<file path="config.mk">
export PLATFORM = sky130hd
export DESIGN_NAME = melody_seq_flat
export DESIGN_NICKNAME = d
export VERILOG_FILES = /design/src/rtl/melody_seq_if.sv /design/src/rtl/melody_seq.sv /design/src/flat_wrapper.sv
export SDC_FILE = /design/constraint.sdc
export NUM_CORES = 1
export LEC_CHECK = 0
export BUFFER_PORTS_ARGS = -buffer_cell sky130_fd_sc_hd__buf_2
export CORE_MARGIN = 2
export CORE_UTILIZATION = 45
export DETAILED_ROUTE_END_ITERATION = 10
export GPL_ROUTABILITY_DRIVEN = 0
export PLACE_DENSITY_LB_ADDON = 0.1
export RECOVER_POWER = 50
export SYNTH_ARGS = -nofsm -noshare
export SYNTH_HDL_FRONTEND = slang
export SYNTH_SLANG_ARGS = --single-unit
</file>
<file path="constraint.sdc">
create_clock -name clk -period 16.3 [get_ports clk]
set_input_delay 0.815 -clock clk [delete_from_list [all_inputs] [get_ports clk]]
set_output_delay 0.815 -clock clk [all_outputs]
set_load 0.02 [all_outputs]
</file>
<file path="src/rtl/melody_seq_if.sv">
// melody_seq_if: bundles the note-table write port, the tour-control
// handshake (go/stop/play_len/loop) and the buzzer/status outputs of
// melody_seq.
//   master : the controller side (drives writes and go/stop, reads status)
//   slave  : the melody_seq side
// Parameters must match the melody_seq instance the interface is bound to.
interface melody_seq_if #(
  parameter int NUM_NOTES = 8,
  parameter int PER_W     = 15,
  parameter int DUR_W     = 24
);
  localparam int IW = $clog2(NUM_NOTES);
  localparam int LW = $clog2(NUM_NOTES + 1);

  // note table write port
  logic             wr_en;
  logic [IW-1:0]    wr_addr;
  logic [PER_W-1:0] wr_period;   // 0 = rest
  logic [DUR_W-1:0] wr_dur;
  // playback control
  logic             go;
  logic [LW-1:0]    play_len;
  logic             loop;
  logic             stop;
  // status and buzzer drive
  logic             busy;
  logic             done;
  logic [IW-1:0]    note_idx;
  logic             piezo;
  logic             piezo_n;

  modport master (
    output wr_en, wr_addr, wr_period, wr_dur, go, play_len, loop, stop,
    input  busy, done, note_idx, piezo, piezo_n
  );

  modport slave (
    input  wr_en, wr_addr, wr_period, wr_dur, go, play_len, loop, stop,
    output busy, done, note_idx, piezo, piezo_n
  );
endinterface

</file>
<file path="src/rtl/melody_seq.sv">
// melody_seq: programmable piezo tune player.
// Plays play_len notes (clamped to NUM_NOTES) from an internal table of
// {period, duration} entries, optionally looping, until completion or stop.
// Each note takes one LOAD cycle (latches the entry) followed by PLAY cycles
// until the duration counter reaches the note's duration.
// Ports:
//   clk      : system clock
//   rst      : asynchronous active-high reset
//   bus      : melody_seq_if slave modport (table writes, go/stop/play_len/
//              loop in; busy, done, note_idx, piezo, piezo_n out)
module melody_seq #(
  parameter int NUM_NOTES = 8,
  parameter int PER_W     = 15,
  parameter int DUR_W     = 24,
  parameter int FAST_SIM  = 1
) (
  input  logic        clk,
  input  logic        rst,
  melody_seq_if.slave bus
);
  localparam int IW = $clog2(NUM_NOTES);
  localparam int LW = $clog2(NUM_NOTES + 1);

  localparam logic [DUR_W:0]   DUR_INC = (FAST_SIM != 0) ? (DUR_W+1)'(16) : (DUR_W+1)'(1);
  localparam logic [LW-1:0]    LEN_MAX = LW'(NUM_NOTES);
  localparam logic [LW-1:0]    LEN_ONE = LW'(1);
  localparam logic [IW-1:0]    IDX_ONE = IW'(1);
  localparam logic [PER_W-1:0] PER_ONE = PER_W'(1);

  typedef enum logic [1:0] {S_IDLE, S_LOAD, S_PLAY} state_e;

  state_e           state_q,   state_d;
  logic [IW-1:0]    idx_q,     idx_d;
  logic [LW-1:0]    len_q,     len_d;
  logic             loop_q,    loop_d;
  logic [PER_W-1:0] cur_per_q, cur_per_d;
  logic [DUR_W-1:0] cur_dur_q, cur_dur_d;
  logic [PER_W-1:0] per_cnt_q, per_cnt_d;
  logic [DUR_W:0]   dur_cnt_q, dur_cnt_d;   // one spare bit so it never wraps
  logic             done_q,    done_d;

  logic [PER_W-1:0] tbl_per_q [NUM_NOTES];
  logic [DUR_W-1:0] tbl_dur_q [NUM_NOTES];

  logic last_note;
  logic note_end;
  logic tone_on;
  logic high_phase;

  // NOTE: the table is reset like any other register: after reset every
  // entry must read back as a {0,0} rest, so it cannot be left as plain RAM.
  always_ff @(posedge clk or posedge rst) begin
    if (rst) begin
      for (int i = 0; i < NUM_NOTES; i++) begin
        tbl_per_q[i] <= '0;
        tbl_dur_q[i] <= '0;
      end
    end else if (bus.wr_en) begin
      tbl_per_q[bus.wr_addr] <= bus.wr_period;
      tbl_dur_q[bus.wr_addr] <= bus.wr_dur;
    end
  end

  assign last_note = (LW'(idx_q) == (len_q - LEN_ONE));
  assign note_end  = (dur_cnt_q >= {1'b0, cur_dur_q});

  always_comb begin
    // NOTE: every variable gets its hold value first so no path through the
    // case leaves one unassigned, which would otherwise infer a latch.
    state_d   = state_q;
    idx_d     = idx_q;
    len_d     = len_q;
    loop_d    = loop_q;
    cur_per_d = cur_per_q;
    cur_dur_d = cur_dur_q;
    per_cnt_d = per_cnt_q;
    dur_cnt_d = dur_cnt_q;
    done_d    = 1'b0;

    unique case (state_q)
      S_IDLE: begin
        if (bus.go && !bus.stop && (bus.play_len != '0)) begin
          len_d   = (bus.play_len > LEN_MAX) ? LEN_MAX : bus.play_len;
          loop_d  = bus.loop;
          idx_d   = '0;
          state_d = S_LOAD;
        end
      end

      S_LOAD: begin
        // The sounding note is frozen here; later table writes to this entry
        // only matter at its next LOAD.
        cur_per_d = tbl_per_q[idx_q];
        cur_dur_d = tbl_dur_q[idx_q];
        per_cnt_d = '0;
        dur_cnt_d = '0;
        state_d   = bus.stop ? S_IDLE : S_PLAY;
      end

      S_PLAY: begin
        if ((cur_per_q == '0) || (per_cnt_q == cur_per_q - PER_ONE)) begin
          per_cnt_d = '0;
        end else begin
          per_cnt_d = per_cnt_q + PER_ONE;
        end
        dur_cnt_d = dur_cnt_q + DUR_INC;

        // stop has priority over the end-of-note decision
        if (bus.stop) begin
          state_d = S_IDLE;
        end else if (note_end) begin
          if (!last_note) begin
            idx_d   = idx_q + IDX_ONE;
            state_d = S_LOAD;
          end else if (loop_q) begin
            idx_d   = '0;
            state_d = S_LOAD;
          end else begin
            done_d  = 1'b1;
            state_d = S_IDLE;
          end
        end
      end

      default: state_d = S_IDLE;
    endcase
  end

  // NOTE: state registers use non-blocking assignments so every flop samples
  // the pre-edge values computed above, independent of statement order.
  always_ff @(posedge clk or posedge rst) begin
    if (rst) begin
      state_q   <= S_IDLE;
      idx_q     <= '0;
      len_q     <= '0;
      loop_q    <= 1'b0;
      cur_per_q <= '0;
      cur_dur_q <= '0;
      per_cnt_q <= '0;
      dur_cnt_q <= '0;
      done_q    <= 1'b0;
    end else begin
      state_q   <= state_d;
      idx_q     <= idx_d;
      len_q     <= len_d;
      loop_q    <= loop_d;
      cur_per_q <= cur_per_d;
      cur_dur_q <= cur_dur_d;
      per_cnt_q <= per_cnt_d;
      dur_cnt_q <= dur_cnt_d;
      done_q    <= done_d;
    end
  end

  // Outputs decode registers only. A rest (period 0) turns the driver off;
  // period 1 gives an empty high phase, so piezo_n stays on.
  assign tone_on    = (state_q == S_PLAY) && (cur_per_q != '0);
  assign high_phase = (per_cnt_q < (cur_per_q >> 1));

  assign bus.piezo    = tone_on && high_phase;
  assign bus.piezo_n  = tone_on && !high_phase;
  assign bus.busy     = (state_q != S_IDLE);
  assign bus.done     = done_q;
  assign bus.note_idx = idx_q;
endmodule
</file>
<file path="src/flat_wrapper.sv">
// flat-port wrapper written by rule: the top's interface ports become plain ports
module melody_seq_flat 
#(
  parameter int NUM_NOTES = 8,
  parameter int PER_W     = 15,
  parameter int DUR_W     = 24,
  parameter int FAST_SIM  = 1
)
  (clk, rst, bus_wr_en, bus_wr_addr, bus_wr_period, bus_wr_dur, bus_go, bus_play_len, bus_loop, bus_stop, bus_busy, bus_done, bus_note_idx, bus_piezo, bus_piezo_n);
  melody_seq_if #(.NUM_NOTES(NUM_NOTES), .PER_W(PER_W), .DUR_W(DUR_W)) bus_i ();
  input  logic clk;
  input  logic rst;
  input wire logic [$bits(bus_i.wr_en)-1:0] bus_wr_en;
  input wire logic [$bits(bus_i.wr_addr)-1:0] bus_wr_addr;
  input wire logic [$bits(bus_i.wr_period)-1:0] bus_wr_period;
  input wire logic [$bits(bus_i.wr_dur)-1:0] bus_wr_dur;
  input wire logic [$bits(bus_i.go)-1:0] bus_go;
  input wire logic [$bits(bus_i.play_len)-1:0] bus_play_len;
  input wire logic [$bits(bus_i.loop)-1:0] bus_loop;
  input wire logic [$bits(bus_i.stop)-1:0] bus_stop;
  output wire logic [$bits(bus_i.busy)-1:0] bus_busy;
  output wire logic [$bits(bus_i.done)-1:0] bus_done;
  output wire logic [$bits(bus_i.note_idx)-1:0] bus_note_idx;
  output wire logic [$bits(bus_i.piezo)-1:0] bus_piezo;
  output wire logic [$bits(bus_i.piezo_n)-1:0] bus_piezo_n;
  assign bus_i.wr_en = bus_wr_en;
  assign bus_i.wr_addr = bus_wr_addr;
  assign bus_i.wr_period = bus_wr_period;
  assign bus_i.wr_dur = bus_wr_dur;
  assign bus_i.go = bus_go;
  assign bus_i.play_len = bus_play_len;
  assign bus_i.loop = bus_loop;
  assign bus_i.stop = bus_stop;
  assign bus_busy = bus_i.busy;
  assign bus_done = bus_i.done;
  assign bus_note_idx = bus_i.note_idx;
  assign bus_piezo = bus_i.piezo;
  assign bus_piezo_n = bus_i.piezo_n;
  melody_seq #(.NUM_NOTES(NUM_NOTES), .PER_W(PER_W), .DUR_W(DUR_W), .FAST_SIM(FAST_SIM)) u_core (.clk(clk), .rst(rst), .bus(bus_i));
endmodule
</file>
# ---- After elaboration in Yosys (flattened, before gate mapping)
# Index checks and enable logic that the tools add are counted.
dict set report totals {
  regBits 402
  out_inout_bits 7
  inputBits 52
}
dict set report op_classes {
  n_addsub 5
  n_eq_ne 9
  muxes 34
  order_cmp 6
  n_bitwise 2
  reduce_logical 19
}
# cell n
set op_table {}
lappend op_table {{$bwmux W192} 1}
lappend op_table {{$bwmux W120} 1}
lappend op_table {{$bmux W24 S3} 1}
lappend op_table {{$demux W24 S3} 1}
lappend op_table {{$mux W24} 3}
lappend op_table {{$mux W15} 4}
lappend op_table {{$pmux W25 S2} 1}
lappend op_table {{$bmux W15 S3} 1}
lappend op_table {{$demux W15 S3} 1}
lappend op_table {{$pmux W15 S2} 1}
lappend op_table {{$add A25 B5 Y25 const B} 1}
lappend op_table {{$ge A25 B24 Y1} 1}
lappend op_table {{$add A15 B1 Y15 const B} 1}
lappend op_table {{$eq A15 B15 Y1} 1}
lappend op_table {{$logic_not A15 Y1} 1}
lappend op_table {{$lt A15 B14 Y1} 1}
lappend op_table {{$mux W3} 5}
lappend op_table {{$reduce_bool A15 Y1} 1}
lappend op_table {{$sub A15 B1 Y15 const B} 1}
lappend op_table {{$mux W2} 5}
lappend op_table {{$ge A4 B4 Y1 const B} 2}
lappend op_table {{$not A3 Y4} 2}
lappend op_table {{$logic_and A1 B1 Y1} 6}
lappend op_table {{$mux W1} 6}
lappend op_table {{other kinds (20)} 26}

# ---- Depth between registers and ports, before layout
# Gate-level depths: netlist of run 1.
dict set report depth {
  depth_word 6
  depth_mapped 9
  ltp_nobuf 9
}

# ---- Worst setup path before layout of run 1
# No wires, ideal clock.
dict set report synth_path {
  path_kind {flip-flop to output port}
  start {register u_core.cur_per_q[4]}
  end {output bus_piezo_n}
  n_path_buf 2
  required_ns 15.485
  path_slack_ns 13.664
  stages_incl_launch_ff 6
  arrival_ns 1.821
  cell_sequence {dfrtp_1 buf_6 or4_4 o31a_1 clkbuf_1 and3_1}
}
dict set report synth_between {
  elab_chain_cells 3
  word_cells_on_any_way 5
}
# item line_no
set synth_rtl {}
lappend synth_rtl {{start: declaration} melody_seq.sv:36} ;# logic [PER_W-1:0] cur_per_q, cur_per_d;
lappend synth_rtl {{start signal: assignment} melody_seq.sv:147} ;# cur_per_q <= cur_per_d;
lappend synth_rtl {{$lt A15 B14 Y1 or $reduce_bool A15 Y1 (tied branches)} {melody_seq.sv:158, melody_seq.sv:157}}
lappend synth_rtl {{$logic_not A1 Y1 or $logic_and A1 B1 Y1 (tied branches)} {melody_seq.sv:161, melody_seq.sv:157}}
lappend synth_rtl {{$logic_and A1 B1 Y1 (*)} melody_seq.sv:161} ;# assign bus.piezo_n = tone_on && !high_phase;
lappend synth_rtl {{end: declaration} flat_wrapper.sv:25} ;# output wire logic [$bits(bus_i.piezo_n)-1:0] bus_piezo_n;
# Every way passes the cells marked *; elsewhere a longest branch is shown, timed or not.

==> results of run 1 <==
## layout make-up
| cell class | count | area, sq um |
|---|---|---|
| diodes | 1 | 2.50 |
| inverters | 59 | 223 |
| multi-input cells | 868 | 8670 |
| clock buffers | 71 | 1430 |
| well taps | 539 | 674 |
| repair buffers | 75 | 393 |
| flip-flops and latches | 398 | 9970 |
| fillers | 3592 | 20500 |
| clock inverters | 10 | 85.1 |
## sequential cells by signal (all words and copies together), names as in the netlist
register / count
u_core.loop_q: 1
u_core.dur_cnt_q: 21
u_core.bus.done: 1
u_core.cur_per_q: 15
u_core.tbl_dur_q: 192
u_core.tbl_per_q: 120
u_core.state_q: 2
u_core.bus.note_idx: 3
u_core.per_cnt_q: 15
u_core.len_q: 4
u_core.cur_dur_q: 24
## Yosys cell counts (all sizes together) (20+ instances only)
master / n
nand3: 20
o21ai: 31
mux2: 316
nor2: 71
mux4: 78
clkbuf: 52
mux2i: 44
inv: 59
a21oi: 54
dfrtp: 398
buf: 27
nand2: 33
ha: 43
## metal layers
| layer | vias to the layer above | track usage |
|---|---|---|
| met4 | 4 | 0.0509 |
| met1 | 5978 | 0.291 |
| met3 | 59 | 0.0320 |
| met2 | 136 | 0.307 |
| met5 | - | 0 |
| li1 | 5251 | - |
## stage by stage
| step | total power [W] | cells | instance area (sq um) |
|---|---|---|---|
| finish | 0.00306 | 2021 | 21400 |
| global placement | 0.00205 | 1939 | 20000 |
| global route | 0.00325 | 2020 | 21400 |
| CTS | 0.00311 | 2020 | 21500 |
| detailed placement | 0.00207 | 1939 | 20000 |
| floorplan | 0.00189 | 1404 | 19100 |
## report_power, final
| part | leakage, nW | internal (W) | total [W] | switching, W |
|---|---|---|---|---|
| combinational | 3.47 | 0.000337 | 0.000668 | 0.000331 |
| clock | 0.750 | 0.000614 | 0.00101 | 0.000401 |
| sequential | 4.82 | 0.00122 | 0.00138 | 0.000159 |
## cells by family after synthesis
kind of cell / after synthesis / synth area share
flip-flops: 398 / 0.520
XOR/XNOR: 32 / 0.0146
buffers and inverters: 138 / 0.0281
AO/OA/AOI/OAI: 137 / 0.0476
adder cells (fa/ha/maj): 43 / 0.0281
AND/OR/NAND/NOR: 218 / 0.0610
multiplexers: 438 / 0.301
## critical path: cells and delay by family
kind,cells,cell delay [ps]
buffers and inverters,3,5180
## path summary, 6_finish.rpt
kind                                                  startpoint                           endpoint  slack (ps)  cells past startpoint
worst max-delay path                                         rst  u_core.tbl_dur_q[108]$_DFFE_PP0P_       10180                      3
worst min-delay path                                    bus_loop          u_core.loop_q$_DFFE_PP0P_         490                      2
worst max register to register     u_core.state_q[0]$_DFFE_PP0P_   u_core.dur_cnt_q[24]$_DFFE_PP0P_       12600                      9
worst min register to register  u_core.tbl_per_q[16]$_DFFE_PP0P_   u_core.tbl_per_q[16]$_DFFE_PP0P_         500                      1
max in group clk                                  bus_wr_addr[0]   u_core.tbl_per_q[93]$_DFFE_PP0P_       12500                      5
min in group asynchronous                                    rst   u_core.tbl_dur_q[91]$_DFFE_PP0P_        1800                      2
==> results.ini, run 1 <==
[final_layout]
drive_gt1_frac=0.375
mostFrequentLayoutCells=395 x dfrtp_1, 316 x mux2_2, 78 x mux4_2
fin_util=0.511
nNetsFinal=1542
mostFrequentLayoutCell=dfrtp_1
syn_to_final_growth_pct=12.0

[critical_path]
critical_path_class=input pin to asynchronous set/reset pin
crit_path_max_fanout=111
crit_arrival_ps=6110
worstSetupEndpointType=asynchronous set/reset pin
cp_slowest_stage_delay_ps=2770
start_kind=input pin
crit_chain=buf_2 -> clkinvlp_2 -> clkbuf_1
cp_slowest_cell=clkinvlp_2
cp.required_ps=16300

[die]
std_cell_rows=75
coreArea_sq_um=41900
die_h_um=210
ios=59
die_area_sq_um=44200
die_w_um=210
start_util=0.457

[timing]
fin_crit_sh=0.375
finalHoldViolCount=0
rsz0062_at_grt=no
slew_violations=437
slew_headroom=-2.38
setup_viol=0
max_freq_ghz=0.164
tightest_slew_ps=5040
final.setup.tns_ps=0
layout_setup_ws_ps=10180
skew_ps=12.8
holdWs_ps=491
fin_crit_ps=6120

[clocking]
cts_resized=0
hold_buffers=0
cts_root_buffer=clkbuf_16
clkLatencyLatePin_ps=570
cts_tree=done
clock-sinks=398
cts_setup_buffers=0
cts-buffers-inserted=45
clk_transition_reported_paths_ps=50
clock_path_buffers=3
cts_max_level=2

[placed_design]
pre_cts_ws_ps=13310
dp_hpwl_mm=24.0
numPortBuffers=58

[synthesis]
seq_area_frac_synth=0.520
synthArstFlopShare=1.00
syn_inst=1404
ys.flop_type=dfrtp_1
yosys-top-cells-area=dfrtp_1 52%, mux2_2 19%, mux4_2 9.2%
synth_nets=1499
synth_top_area_frac=0.520
yosys_warnings=0
synth-edff-count=0
syn_area_sq_um=19100
ys_seq_elements=398
synth_cell_type_count=68
synth_top_area_cell=dfrtp_1
postSynthAreaPerCell_sq_um=13.6

[route]
vias_per_cell=5.65
route.detailed.drc=0
dr_wl_met2_mm=19.3
route.met3.wl_mm=1.40
vias=11428
first_iter_violations=622
wire_per_inst_um=20.9
drt_pass1_iterations=4
wl_mm=42.3
antenna_left=0
drt-met1-wl_mm=20.9
highest_layer=met5

[grt]
grt_pass1_wl_mm=68.0
antenna_found_initial=3
overflow=0
grt_max_degree=164
grt_pass1_vias=11906
grt_usage=0.198

[min_path]
hp-class=input pin to register

[power_and_ir_drop]
powerDensity_nw_per_um2=143
ir_drop_mv=0.0895
p_leak_nw=9.04

[run_status]
violations=max-capacitance violations, max-slew violations
outcome=finished with violations

[run]
cap_violations=9

No activity file was read; power rests on OpenSTA's default activity.
==> run 2: changes to the inputs <==
==> constraint.sdc (replaced) <==
create_clock -name clk -period 5.5 [get_ports clk]
set_input_delay 0.275 -clock clk [delete_from_list [all_inputs] [get_ports clk]]
set_output_delay 0.275 -clock clk [all_outputs]
set_load 0.02 [all_outputs]
==> run 2 against run 1 <==
Effect of this change: the flow still finishes with violations (max-capacitance violations, max-slew violations); sequential cell count stayed put; worst setup slack got worse by 8400 ps; global-route usage rose by 0.46 points; total power grew to 2.9 times the previous value; wire length grew 2.0%; sequential share of layout area grew 0.079 points; utilization fell by 0.087 points; cell count about the same; via count increased by 0.30%; die area is the same; critical path depth up 6; sequential power grew to 3.0 times the previous value.
==> results.ini, run 2 (synthesized netlist as in run 1, its figures left out) <==
[placed_design]
dp_hpwl_mm=24.6  ; +2.8%
pre_cts_ws_ps=2650  ; -10660 ps
numPortBuffers=58  ; unchanged
dpl.cell_count=1938  ; -0.052%

[grt]
antenna_found_initial=5  ; +2
overflow=0  ; unchanged
grt_max_degree=178  ; +8.5%
grt_pass1_wl_mm=69.2  ; +1.8%
grt_pass1_vias=11938  ; +0.27%
grt_usage=0.202  ; +0.00460

[timing]
skew_ps=16.6  ; +3.77 ps
fin_crit_ps=3700
tightest_slew_ps=3540  ; -1500 ps
finalHoldViolCount=0  ; unchanged
slew_headroom=-1.36  ; +1.02
slew_violations=362  ; -17%
fin_crit_sh=0.673
layout_setup_ws_ps=1800  ; -8390 ps
rsz0062_at_grt=no
setup_viol=0  ; unchanged
holdWs_ps=38.5  ; -452 ps
max_freq_ghz=0.270

[critical_path]
start_kind=register
crit_path_max_fanout=41  ; -63%
critical_path_class=register to register
path_buf_inv=2  ; -1
reg2regPathDepth=9  ; unchanged
cp_slowest_stage_delay_ps=1160  ; -1610 ps
crit_chain=inv_1 -> ha_1 -> clkbuf_1 -> nand4_1 -> nor2b_1 -> and4_1 -> nand3_1 -> xor2_1 -> nor2_1
cp_slowest_cell=clkbuf_1
cp_num_cells=9  ; +6
worstSetupEndpointType=register
critical_path.top_delay_family=simple AND/OR/NAND/NOR gates
regToRegSetupSlack_ps=1800  ; -10800 ps
cp.required_ps=5920  ; -10380 ps
crit_arrival_ps=4130  ; -1980 ps

[run_status]
violations=max-capacitance violations, max-slew violations
outcome=finished with violations

[power_and_ir_drop]
powerDensity_nw_per_um2=420  ; +190%
total_power_w=0.00900  ; +190%
ir_drop_mv=0.256  ; +190%
p_leak_nw=9.01  ; -0.41%

[clocking]
cts_setup_buffers=0  ; unchanged
clock-sinks=398  ; unchanged
clkLatencyLatePin_ps=570  ; about the same
cts_root_buffer=clkbuf_16
clk_transition_reported_paths_ps=60  ; about the same
clock_path_buffers=3  ; unchanged
cts_tree=done
cts_max_level=2  ; unchanged
cts-buffers-inserted=45  ; unchanged

[route]
antenna_left=0  ; unchanged
wl_mm=43.2  ; +2.0%
vias=11462  ; +0.30%
vias_per_cell=5.67  ; +0.20%
wire_per_inst_um=21.3  ; +1.9%
route.detailed.drc=0  ; unchanged
drt_pass1_iterations=4  ; unchanged
first_iter_violations=681  ; +9.5%

[final_layout]
final-seq-area_sq_um=9970  ; unchanged
drive_gt1_frac=0.365  ; -0.00970
mostFrequentLayoutCell=dfrtp_1
largest-register=u_core.tbl_dur_q
mostFrequentLayoutCells=395 x dfrtp_1, 316 x mux2_2, 78 x mux4_2
multi_input_area_sq_um=8670  ; about the same
n_fill_cell=3653  ; +1.7%
fin_util=0.510  ; -0.000865
layout.cells.non_filler=2023  ; +0.099%
syn_to_final_growth_pct=11.8
nNetsFinal=1548  ; +0.39%
largest_reg_flops=192  ; unchanged
reg_top3=u_core.tbl_dur_q (192), u_core.tbl_per_q (120), u_core.cur_dur_q (24)

[die]
start_util=0.457  ; unchanged
die_h_um=210  ; unchanged
std_cell_rows=75  ; unchanged
ios=59  ; unchanged
die_area_sq_um=44200  ; unchanged
die_w_um=210  ; unchanged
coreArea_sq_um=41900  ; unchanged

[min_path]
hold_depth=2  ; unchanged
hp-class=input pin to register

[run]
cap_violations=9  ; unchanged

run 2: stage by stage:
stage | setup TNS, ps | area, sq um
after global placement | 0 | 20000
final | 0 | 21400
after global routing | 0 | 21400
after detailed placement | 0 | 20000
after CTS | 0 | 21500
after floorplan | -52850 | 19200
run 2: path summary, 6_finish.rpt:
check,start,endpoint
max in group asynchronous,rst,u_core.tbl_per_q[102]$_DFFE_PP0P_
min in group asynchronous,rst,u_core.state_q[1]$_DFFE_PP0P_
setup reg to reg,u_core.state_q[0]$_DFFE_PP0P_,u_core.dur_cnt_q[24]$_DFFE_PP0P_
setup / recovery,u_core.state_q[0]$_DFFE_PP0P_,u_core.dur_cnt_q[24]$_DFFE_PP0P_
hold / removal,bus_wr_dur[9],u_core.tbl_dur_q[33]$_DFFE_PP0P_
hold reg to reg,u_core.len_q[0]$_DFFE_PP0P_,u_core.len_q[0]$_DFFE_PP0P_
run 2: final cells by class:
type	count	area share
clock buffer	67	0.0597
tap	539	0.0315
clock inverter	9	0.00596
sequential	398	0.466
timing repair buffer	81	0.0217
antenna	2	0.000234
multi-input combinational	868	0.405
inverter	59	0.0104
run 2: routing by layer:
layer | track usage | vias up | part of all wire
li1 | - | 5257 | -
met1 | 0.298 | 5964 | 0.48
met2 | 0.314 | 177 | 0.45
met3 | 0.0411 | 56 | 0.047
met4 | 0.0389 | 8 | 0.014
met5 | 0 | - | 0.0013
run 2: what timing repair did:
item	CTS	global route
hold buffers	6	0
resized for setup	0	0
hold endpoints to repair	30	0
run 2: report_power, final:
part           leakage, nW  internal, W  switching [W]
clock network        0.690      0.00174        0.00117
logic                 3.49      0.00101        0.00100
registers             4.82      0.00362       0.000459
total                 9.01      0.00637        0.00263
